$ cat config.mk
export PLATFORM = sky130hd
export DESIGN_NAME = alu_mux_sched_flat
export DESIGN_NICKNAME = d
export VERILOG_FILES = /design/src/rtl/alu_mux_sched_if.sv /design/src/rtl/alu_mux_sched.sv /design/src/flat_wrapper.sv
export SDC_FILE = /design/constraint.sdc
export NUM_CORES = 1
export LEC_CHECK = 0
export ABC_AREA = 1
export ABC_CLOCK_PERIOD_IN_PS = 2600
export CAP_MARGIN = 20
export CORE_AREA = 2 2 169 171
export DETAILED_ROUTE_END_ITERATION = 12
export DIE_AREA = 0 0 171 173
export PLACE_DENSITY = 0.6
export SLEW_MARGIN = 20
export SYNTH_ARGS = -nofsm -noshare
export SYNTH_HDL_FRONTEND = slang
export SYNTH_SLANG_ARGS = --single-unit
$ cat constraint.sdc
create_clock -name clk -period 2.6 [get_ports clk]
set_clock_uncertainty 0.05 [all_clocks]
set_input_delay 0.52 -clock clk [delete_from_list [all_inputs] [get_ports clk]]
set_output_delay 0.52 -clock clk [all_outputs]
set_load 0.01 [all_outputs]
$ cat src/rtl/alu_mux_sched_if.sv
// Request/response bundle between the requesters and the ALU mux scheduler.
// The requester side is the master; the scheduler is the slave.
interface alu_mux_sched_if #(
    parameter int NREQ = 4,
    parameter int IDW  = 2
);
    logic [NREQ-1:0]      req_valid;
    logic [NREQ-1:0]      req_ready;
    logic [32*NREQ-1:0]   req_a;
    logic [32*NREQ-1:0]   req_b;
    logic [4*NREQ-1:0]    req_sel;

    logic                 rsp_valid;
    logic                 rsp_ready;
    logic [IDW-1:0]       rsp_id;
    logic [32:0]          rsp_data;
    logic                 rsp_err;

    modport master (
        output req_valid, req_a, req_b, req_sel, rsp_ready,
        input  req_ready, rsp_valid, rsp_id, rsp_data, rsp_err
    );

    modport slave (
        input  req_valid, req_a, req_b, req_sel, rsp_ready,
        output req_ready, rsp_valid, rsp_id, rsp_data, rsp_err
    );
endinterface

$ cat src/rtl/alu_mux_sched.sv
// Round-robin scheduler sharing one 33-bit ALU mux between NREQ requesters,
// returning tagged results on a single backpressured response channel.
//
// state | meaning
// IDLE  | search req_valid from ptr, accept the first valid requester
// EXEC  | alu_enb high for one cycle, result registered at the end
// RESP  | rsp_valid high, fields held until rsp_ready
module alu_mux_sched #(
    parameter int NREQ = 4,
    parameter int IDW  = 2
) (
    input  logic              clk,
    input  logic              rstn,
    alu_mux_sched_if.slave    bus,
    output logic [31:0]       alu_a,
    output logic [31:0]       alu_b,
    output logic [3:0]        alu_sel,
    output logic              alu_enb,
    input  logic [32:0]       alu_out,
    output logic [15:0]       op_cnt
);

    typedef enum logic [1:0] {
        IDLE = 2'd0,
        EXEC = 2'd1,
        RESP = 2'd2
    } state_t;

    localparam logic [IDW:0]   NREQ_W = (IDW+1)'(NREQ);
    localparam logic [IDW-1:0] LAST_ID = IDW'(NREQ - 1);

    state_t          state;
    logic [IDW-1:0]  ptr;
    logic [IDW-1:0]  gnt_id;
    logic [IDW-1:0]  ptr_next;
    logic            gnt_found;
    logic [IDW:0]    scan;
    logic [NREQ-1:0] ready;

    logic            rsp_valid_q;
    logic [IDW-1:0]  rsp_id_q;
    logic [32:0]     rsp_data_q;
    logic            rsp_err_q;

    logic [31:0]     a_arr   [NREQ];
    logic [31:0]     b_arr   [NREQ];
    logic [3:0]      sel_arr [NREQ];

    genvar i;
    generate
        for (i = 0; i < NREQ; i++) begin : g_unpack
            assign a_arr[i]   = bus.req_a[32*i +: 32];
            assign b_arr[i]   = bus.req_b[32*i +: 32];
            assign sel_arr[i] = bus.req_sel[4*i +: 4];
        end
    endgenerate

    // First valid requester at or after ptr, wrapping around.
    always_comb begin
        gnt_found = 1'b0;
        gnt_id    = '0;
        scan      = '0;
        for (int k = 0; k < NREQ; k++) begin
            scan = {1'b0, ptr} + k[IDW:0];
            if (scan >= NREQ_W) begin
                scan = scan - NREQ_W;
            end
            if (!gnt_found && bus.req_valid[scan[IDW-1:0]]) begin
                gnt_found = 1'b1;
                gnt_id    = scan[IDW-1:0];
            end
        end
    end

    assign ptr_next = (gnt_id == LAST_ID) ? '0 : gnt_id + IDW'(1);

    always_comb begin
        ready = '0;
        if (rstn && state == IDLE && gnt_found) begin
            ready[gnt_id] = 1'b1;
        end
    end

    always_ff @(posedge clk or negedge rstn) begin
        if (!rstn) begin
            state       <= IDLE;
            ptr         <= '0;
            op_cnt      <= '0;
            alu_a       <= '0;
            alu_b       <= '0;
            alu_sel     <= '0;
            alu_enb     <= 1'b0;
            rsp_valid_q <= 1'b0;
            rsp_id_q    <= '0;
            rsp_data_q  <= '0;
            rsp_err_q   <= 1'b0;
        end else begin
            case (state)
                IDLE: begin
                    if (gnt_found) begin
                        alu_a    <= a_arr[gnt_id];
                        alu_b    <= b_arr[gnt_id];
                        alu_sel  <= sel_arr[gnt_id];
                        rsp_id_q <= gnt_id;
                        ptr      <= ptr_next;
                        if (sel_arr[gnt_id] <= 4'd6) begin
                            alu_enb <= 1'b1;
                            state   <= EXEC;
                        end else begin
                            // Unsupported op: answer with an error, never touch the ALU.
                            rsp_err_q   <= 1'b1;
                            rsp_data_q  <= '0;
                            rsp_valid_q <= 1'b1;
                            state       <= RESP;
                        end
                    end
                end
                EXEC: begin
                    alu_enb     <= 1'b0;
                    rsp_data_q  <= alu_out;
                    rsp_err_q   <= 1'b0;
                    rsp_valid_q <= 1'b1;
                    state       <= RESP;
                end
                RESP: begin
                    if (bus.rsp_ready) begin
                        rsp_valid_q <= 1'b0;
                        op_cnt      <= op_cnt + 16'd1;
                        state       <= IDLE;
                    end
                end
                default: begin
                    state <= IDLE;
                end
            endcase
        end
    end

    assign bus.req_ready = ready;
    assign bus.rsp_valid = rsp_valid_q;
    assign bus.rsp_id    = rsp_id_q;
    assign bus.rsp_data  = rsp_data_q;
    assign bus.rsp_err   = rsp_err_q;

endmodule
$ cat src/flat_wrapper.sv
// flat-port wrapper written by rule: the top's interface ports become plain ports
module alu_mux_sched_flat 
#(
    parameter int NREQ = 4,
    parameter int IDW  = 2
)
  (clk, rstn, alu_a, alu_b, alu_sel, alu_enb, alu_out, op_cnt, bus_req_valid, bus_req_a, bus_req_b, bus_req_sel, bus_rsp_ready, bus_req_ready, bus_rsp_valid, bus_rsp_id, bus_rsp_data, bus_rsp_err);
  alu_mux_sched_if #(.NREQ(NREQ), .IDW(IDW)) bus_i ();
  input  logic clk;
  input  logic rstn;
  output logic [31:0] alu_a;
  output logic [31:0] alu_b;
  output logic [3:0] alu_sel;
  output logic alu_enb;
  input  logic [32:0] alu_out;
  output logic [15:0] op_cnt;
  input wire logic [$bits(bus_i.req_valid)-1:0] bus_req_valid;
  input wire logic [$bits(bus_i.req_a)-1:0] bus_req_a;
  input wire logic [$bits(bus_i.req_b)-1:0] bus_req_b;
  input wire logic [$bits(bus_i.req_sel)-1:0] bus_req_sel;
  input wire logic [$bits(bus_i.rsp_ready)-1:0] bus_rsp_ready;
  output wire logic [$bits(bus_i.req_ready)-1:0] bus_req_ready;
  output wire logic [$bits(bus_i.rsp_valid)-1:0] bus_rsp_valid;
  output wire logic [$bits(bus_i.rsp_id)-1:0] bus_rsp_id;
  output wire logic [$bits(bus_i.rsp_data)-1:0] bus_rsp_data;
  output wire logic [$bits(bus_i.rsp_err)-1:0] bus_rsp_err;
  assign bus_i.req_valid = bus_req_valid;
  assign bus_i.req_a = bus_req_a;
  assign bus_i.req_b = bus_req_b;
  assign bus_i.req_sel = bus_req_sel;
  assign bus_i.rsp_ready = bus_rsp_ready;
  assign bus_req_ready = bus_i.req_ready;
  assign bus_rsp_valid = bus_i.rsp_valid;
  assign bus_rsp_id = bus_i.rsp_id;
  assign bus_rsp_data = bus_i.rsp_data;
  assign bus_rsp_err = bus_i.rsp_err;
  alu_mux_sched #(.NREQ(NREQ), .IDW(IDW)) u_core (.clk(clk), .rstn(rstn), .bus(bus_i), .alu_a(alu_a), .alu_b(alu_b), .alu_sel(alu_sel), .alu_enb(alu_enb), .alu_out(alu_out), .op_cnt(op_cnt));
endmodule
==> impl_metrics.env, run 1 <==
export IMPL_yosysWarnings=0
export IMPL_synth_cell_type_count=32
export IMPL_first_pass_iters=5
export IMPL_cp_start_kind="flip-flop"
export IMPL_area_growth_pct=95.7
export IMPL_drtIter0Drc=464
export IMPL_tightestPinTransition_ns=0.874
export IMPL_grt_total_usage=0.214
export IMPL_post_dp_cell_area_um2=12000
export IMPL_cts_buffers=17
export IMPL_async_flop_share=1.00
export IMPL_grt_first_pass_wirelength_um=48500
export IMPL_tritoncts="built"
export IMPL_cts_hold_buf=0
export IMPL_num_vias=8254
export IMPL_synth_compound_gate_area_share=0.195
export IMPL_route_detailed_drc=0
export IMPL_start_util=0.250
export IMPL_synth_ff_type="dfrtp_1"
export IMPL_die_h_um=173
export IMPL_design_area_um2=13500
export IMPL_syn_num_nets=1224
export IMPL_slew_violations=0
export IMPL_insertion_delay_ns=0.42
export IMPL_synth_seq_cells=126
export IMPL_rsz0062_at_grt="true"
export IMPL_io_buffers=437
export IMPL_grt_pass1_vias=8240
export IMPL_mostFrequentLayoutCell="clkdlybuf4s50_1"
export IMPL_mostFrequentLayoutCells="clkdlybuf4s50_1, nand2_1, nor2_1"
export IMPL_chipWidth_um=171
export IMPL_finalSetupViolations=41
export IMPL_synth_enable_flop_cells=0
export IMPL_multiInputGateArea_um2=3630
export IMPL_totalWireLength_um=33900
export IMPL_clock_path_buffers=2
export IMPL_violations="setup timing"
export IMPL_power_density_nw_per_um2=1520
export IMPL_setup_ws_ns=-0.186
export IMPL_die_area_um2=29600
export IMPL_critPathCaptureType="output pin"
export IMPL_critical_path_class="flip-flop to output pin"
export IMPL_drive_gt1_frac=0.146
export IMPL_finalCriticalPeriod_ns=2.79
export IMPL_regArea_um2=3150
export IMPL_grt_max_degree=127
export IMPL_synth_mux_area_frac=0
export IMPL_peakVddDrop_mv=0.981
export IMPL_finalWeightedCongestion=0.893
export IMPL_syn_avg_cell_area_um2=7.61
export IMPL_outcome="complete, but fails checks"
export IMPL_nets=1705
export IMPL_drv_cap=0
export IMPL_wl_per_cell_um=19.0
export IMPL_syn_area_um2=6900
export IMPL_synth_fa_ha_area_frac=0.00906
export IMPL_fin_crit_sh=1.07
export IMPL_htreeDepth=4
export IMPL_synth_top_family_by_area="simple AND/OR/NAND/NOR gates"
export IMPL_antenna_found_initial=5
export IMPL_relSlewSlack=0.417
export IMPL_n_fill_cell=2714
export IMPL_final_antenna_net_count=0
export IMPL_rows=61
export IMPL_crit_arrival_ns=2.22
export IMPL_required_ns=2.03
export IMPL_place_hpwl_um=22500
export IMPL_synth_simple_gate_area_share=0.254
export IMPL_synth_xor_xnor_area_share=0.0190
export IMPL_core_um2=27600
export IMPL_cts_num_sinks=126
export IMPL_gr_total_overflow=0
export IMPL_viasPerCell=4.63
export IMPL_path_clk_slew_ns=0.07
export IMPL_synthCells=907
export IMPL_fmax_mhz=359
export IMPL_finalHoldViolCount=0
export IMPL_hold_ws_ns=0.0742
export IMPL_root_buffer="clkbuf_16"
export IMPL_p_leak_nw=5.81
export IMPL_cp_max_fo=5
export IMPL_min_path_type="input pin to asynchronous set/reset pin"
export IMPL_seq_area_frac_synth=0.457
export IMPL_io_pins=438
-- cell usage after synthesis, drive strengths merged, types with 2 or more instances --
| cell type | n | area, um2 |
|---|---|---|
| nand2 | 221 | 850 |
| nor2 | 171 | 652 |
| o21ai | 131 | 656 |
| dfrtp | 126 | 3150 |
| inv | 48 | 180 |
| o221ai | 47 | 412 |
| clkbuf | 39 | 149 |
| nand3 | 29 | 160 |
| a31oi | 21 | 131 |
| buf | 21 | 134 |
| o21bai | 17 | 128 |
| xor2 | 12 | 105 |
| nor3 | 6 | 40.0 |
| ha | 5 | 62.6 |
| nand3b | 4 | 30.0 |
| xnor2 | 3 | 26.3 |
| a21oi | 2 | 10.0 |
| nand4 | 2 | 12.5 |
-- final cells by class --
type / count / share of cell area
antenna: 5 / 0.000926
clock inverter: 15 / 0.0142
timing repair inverter: 1 / 0.000556
sequential: 126 / 0.234
multi-input combinational: 673 / 0.269
timing repair buffer: 521 / 0.401
clock buffer: 17 / 0.0315
tap: 378 / 0.0350
inverter: 48 / 0.0139
-- logic make-up after synthesis --
| group | after synthesis |
|---|---|
| XOR/XNOR | 15 |
| adder cells (fa/ha/maj) | 5 |
| buffers and inverters | 108 |
| flip-flops | 126 |
| AO/OA/AOI/OAI | 219 |
| AND/OR/NAND/NOR | 434 |
-- through the flow --
step                setup WS [ns]   util  cells   TNS, ns  power, mW
floorplan                -0.00250      -    907  -0.00250       9.61
global placement           -0.628  0.435   1717    -41.71       14.7
detailed placement         -0.675  0.435   1717    -43.77       14.9
CTS                        -0.200  0.472   1765     -1.58       19.1
global route               -0.295  0.489   1784    -11.86       21.9
finish                     -0.186  0.489   1784     -3.29       20.5
-- critical path: stages (launching register included) --
cell	delay [ns]
dfrtp_2	0.47
clkinvlp_4	0.18
nand2_2	0.10
nand2_2	0.06
nand2_2	0.07
nand2_4	0.06
nor2_4	0.10
nand4_1	0.13
nand2_4	0.15
buf_6	0.12
ha_4	0.12
inv_2	0.02
nor2_1	0.08
buf_2	0.14
-- power breakdown --
part / switching [mW] / internal [mW] / leakage [nW]
Clock: 1.13 / 1.47 / 0.298
Sequential: 0.596 / 2.95 / 1.55
Combinational: 7.59 / 6.72 / 3.96
-- routing by layer --
metal / routed length [um] / vias up / GRT usage
met5: 0 / - / 0
li1: - / 4005 / -
met1: 13400 / 3906 / 0.247
met2: 17400 / 289 / 0.372
met4: 924 / 0 / 0.0791
met3: 2180 / 54 / 0.0623
-- sequential cells by signal, summed over array words and instances (netlist names) --
signal / flops
u_core.alu_a: 32
u_core.alu_b: 32
u_core.alu_enb: 1
u_core.alu_sel: 4
u_core.bus.rsp_data: 33
u_core.bus.rsp_err: 1
u_core.bus.rsp_id: 2
u_core.bus.rsp_valid: 1
u_core.op_cnt: 16
u_core.ptr: 2
u_core.state: 2
-- final timing paths --
check	startpoint	slack, ns	cells after the start	endpoint
setup / recovery	u_core.ptr[0]	-0.19	13	bus_req_ready[1]
max in group asynchronous	rstn	1.68	2	u_core.alu_sel[2]
setup reg to reg	u_core.ptr[0]	-0.09	21	u_core.bus.rsp_data[28]
hold / removal	rstn	0.07	2	u_core.ptr[1]
hold reg to reg	u_core.op_cnt[15]	0.42	1	u_core.op_cnt[15]
min in group clk	u_core.op_cnt[15]	0.42	1	u_core.op_cnt[15]
-- repair_timing --
item                                    4_1_cts  5_1_grt
resized for setup                            71       64
cloned                                        6        6
endpoints found under the setup margin       81       99
buffers inserted                             11        8
pin swaps                                    26       33
hold endpoints to repair                      0        0
Power figures use the tool's default switching activity.
==> inputs of run 2 (changes only) <==
- CAP_MARGIN: 20 -> not set
==> results of run 2 <==
Same layout as run 1: the final DEF is identical, and so are final timing and power.
==> inputs of run 3 (changes only) <==
- MAX_ROUTING_LAYER: not set -> met4
==> run 3 against run 2 <==
Effect of this change:
- the flow still finishes with violations (setup timing)
- critical endpoint is now bus_req_ready[0]
- clock-buffer cell count did not move
- routed wire length rose by 0.62%
- first-iteration DRC count rose by 8.8%
- total power fell by 0.75%
- final area fell by 0.79%
- sequential share of layout area rose by 0.19 points
- die area did not move
- register-to-register slack improved by 0.05 ns
- via count rose by 1.2%
==> impl_metrics.env, run 3 (synthesized netlist as in run 1, its figures left out) <==
export IMPL_outcome="complete, but fails checks"
export IMPL_violations="setup timing"
export IMPL_setup_tns_ns=-1.86
export IMPL_pre_cts_slack_ns=-0.657
export IMPL_antenna_found_initial=6
export IMPL_start_util=0.250
export IMPL_drv_cap=0
export IMPL_crit_arrival_ns=2.28
export IMPL_critPathCapture="bus_req_ready[0]"
export IMPL_rows=61
export IMPL_drive_gt1_frac=0.133
export IMPL_cts_hold_buf=0
export IMPL_path_clk_slew_ns=0.07
export IMPL_cp_start_kind="flip-flop"
export IMPL_area_growth_pct=94.1
export IMPL_power_density_nw_per_um2=1520
export IMPL_power_mw=20.3
export IMPL_num_vias=8357
export IMPL_die_area_um2=29600
export IMPL_critical_path_class="flip-flop to output pin"
export IMPL_rsz0062_at_grt="true"
export IMPL_crit_path_start="u_core.ptr[0]"
export IMPL_io_pins=438
export IMPL_drtIter0Drc=505
export IMPL_mostFrequentLayoutCells="clkdlybuf4s50_1, nand2_1, nor2_1"
export IMPL_final_antenna_net_count=0
export IMPL_root_buffer="clkbuf_16"
export IMPL_peakVddDrop_mv=0.727
export IMPL_insertion_delay_ns=0.42
export IMPL_core_um2=27600
export IMPL_slew_violations=0
export IMPL_nets=1706
export IMPL_gr_total_overflow=0
export IMPL_cp_max_fo=5
export IMPL_fin_crit_sh=1.10
export IMPL_die_h_um=173
export IMPL_grt_max_degree=127
export IMPL_min_path_type="input pin to asynchronous set/reset pin"
export IMPL_setup_ws_ns=-0.254
export IMPL_hold_ws_ns=0.170
export IMPL_design_area_um2=13400
export IMPL_route_detailed_drc=0
export IMPL_finalSetupViolations=40
export IMPL_finalCriticalPeriod_ns=2.85
export IMPL_largest_register_ffs=33
export IMPL_viasPerCell=4.68
export IMPL_clock_path_buffers=2
export IMPL_grt_total_usage=0.214
export IMPL_rrSetupSlack_ns=-0.04
export IMPL_tightestPinTransition_ns=0.740
export IMPL_place_hpwl_um=22400
export IMPL_io_buffers=437
export IMPL_post_dp_cell_area_um2=12000
export IMPL_r2r_start="u_core.ptr[0]"
export IMPL_wl_per_cell_um=19.1
export IMPL_grt_pass1_vias=8345
export IMPL_r2r_end="u_core.bus.rsp_err"
export IMPL_finalHoldViolCount=0
export IMPL_cts_num_sinks=126
export IMPL_critPathCaptureType="output pin"
export IMPL_totalWireLength_um=34100
export IMPL_htreeDepth=4
export IMPL_r2r_cells=19
export IMPL_relSlewSlack=0.507
export IMPL_required_ns=2.03
export IMPL_chipWidth_um=171
export IMPL_tritoncts="built"
export IMPL_cts_buffers=17
export IMPL_mostFrequentLayoutCell="clkdlybuf4s50_1"
export IMPL_fmax_mhz=350
export IMPL_grt_first_pass_wirelength_um=46900
export IMPL_finalWeightedCongestion=0.896
export IMPL_first_pass_iters=5
export IMPL_p_leak_nw=5.75
==> run 3: cell types whose count changed in the layout (fill, tap and decap cells not counted), moves of 4 or more <==
cell / before / now
nor2_1: 167 / 163
nand2_2: 27 / 15
nand3_4: 6 / 1
clkbuf_16: 23 / 27
o21ai_1: 3 / 15
buf_12: 9 / 13
o21ai_0: 127 / 115
nand2_1: 181 / 201
nand2_4: 12 / 4
==> run 3: how the worst min path moves through the flow <==
stage                           start                      to  slack, ns
2_1_floorplan                    rstn         u_core.alu_a[0]       0.17
3_5_place_dp   u_core.bus.rsp_data[7]  u_core.bus.rsp_data[7]       0.41
3_3_place_gp   u_core.bus.rsp_data[9]  u_core.bus.rsp_data[9]       0.40
4_1_cts                          rstn        u_core.alu_b[12]       0.19
6_report                         rstn           u_core.ptr[0]       0.17
5_1_grt                          rstn           u_core.ptr[0]       0.22
==> run 3: per-stage QoR <==
step                      cells  utilization
after global placement     1713        0.433
after detailed placement   1713        0.433
after CTS                  1757        0.464
final                      1787        0.485
after floorplan             907            -
after global routing       1786        0.485
==> run 3: worst max-delay path: stages (launching register included) <==
cell and delay [ns]:
dfrtp_2 0.47, clkinvlp_4 0.18, nand2_2 0.10, nand2_2 0.06, nand2_1 0.06, nand2_1 0.10, a21oi_2 0.14, nand2_1 0.12
nand2_4 0.15, buf_12 0.12, ha_4 0.12, inv_2 0.02, nor2_1 0.07, buf_2 0.14
==> run 3: layout make-up <==
type | instances | area (um2)
Antenna cell | 7 | 17.5
Clock buffer | 17 | 425
Clock inverter | 15 | 170
Fill cell | 2773 | 14200
Inverter | 48 | 188
Multi-Input combinational cell | 673 | 3520
Sequential cell | 126 | 3150
Tap cell | 378 | 473
Timing Repair Buffer | 522 | 5450
Timing Repair inverter | 1 | 7.51
==> run 3: report_power, final <==
part	switching (mW)	total (mW)	internal, mW
Clock	1.14	2.43	1.29
Combinational	7.55	14.3	6.79
Sequential	0.590	3.54	2.95
==> run 3: what timing repair did <==
item                                    in CTS  in global routing
gates resized for setup                     53                 56
pin swaps                                   18                 25
buffers inserted                            10                 14
endpoints found under the setup margin      52                 95
gates cloned                                 3                 11
==> run 3: layer usage <==
metal  up-vias  GRT usage  wire, um
met4         0     0.0819      1060
met2       342      0.364     17300
met3        57     0.0552      2360
met5         -          -         0
li1       4008          -         -
met1      3950      0.239     13400
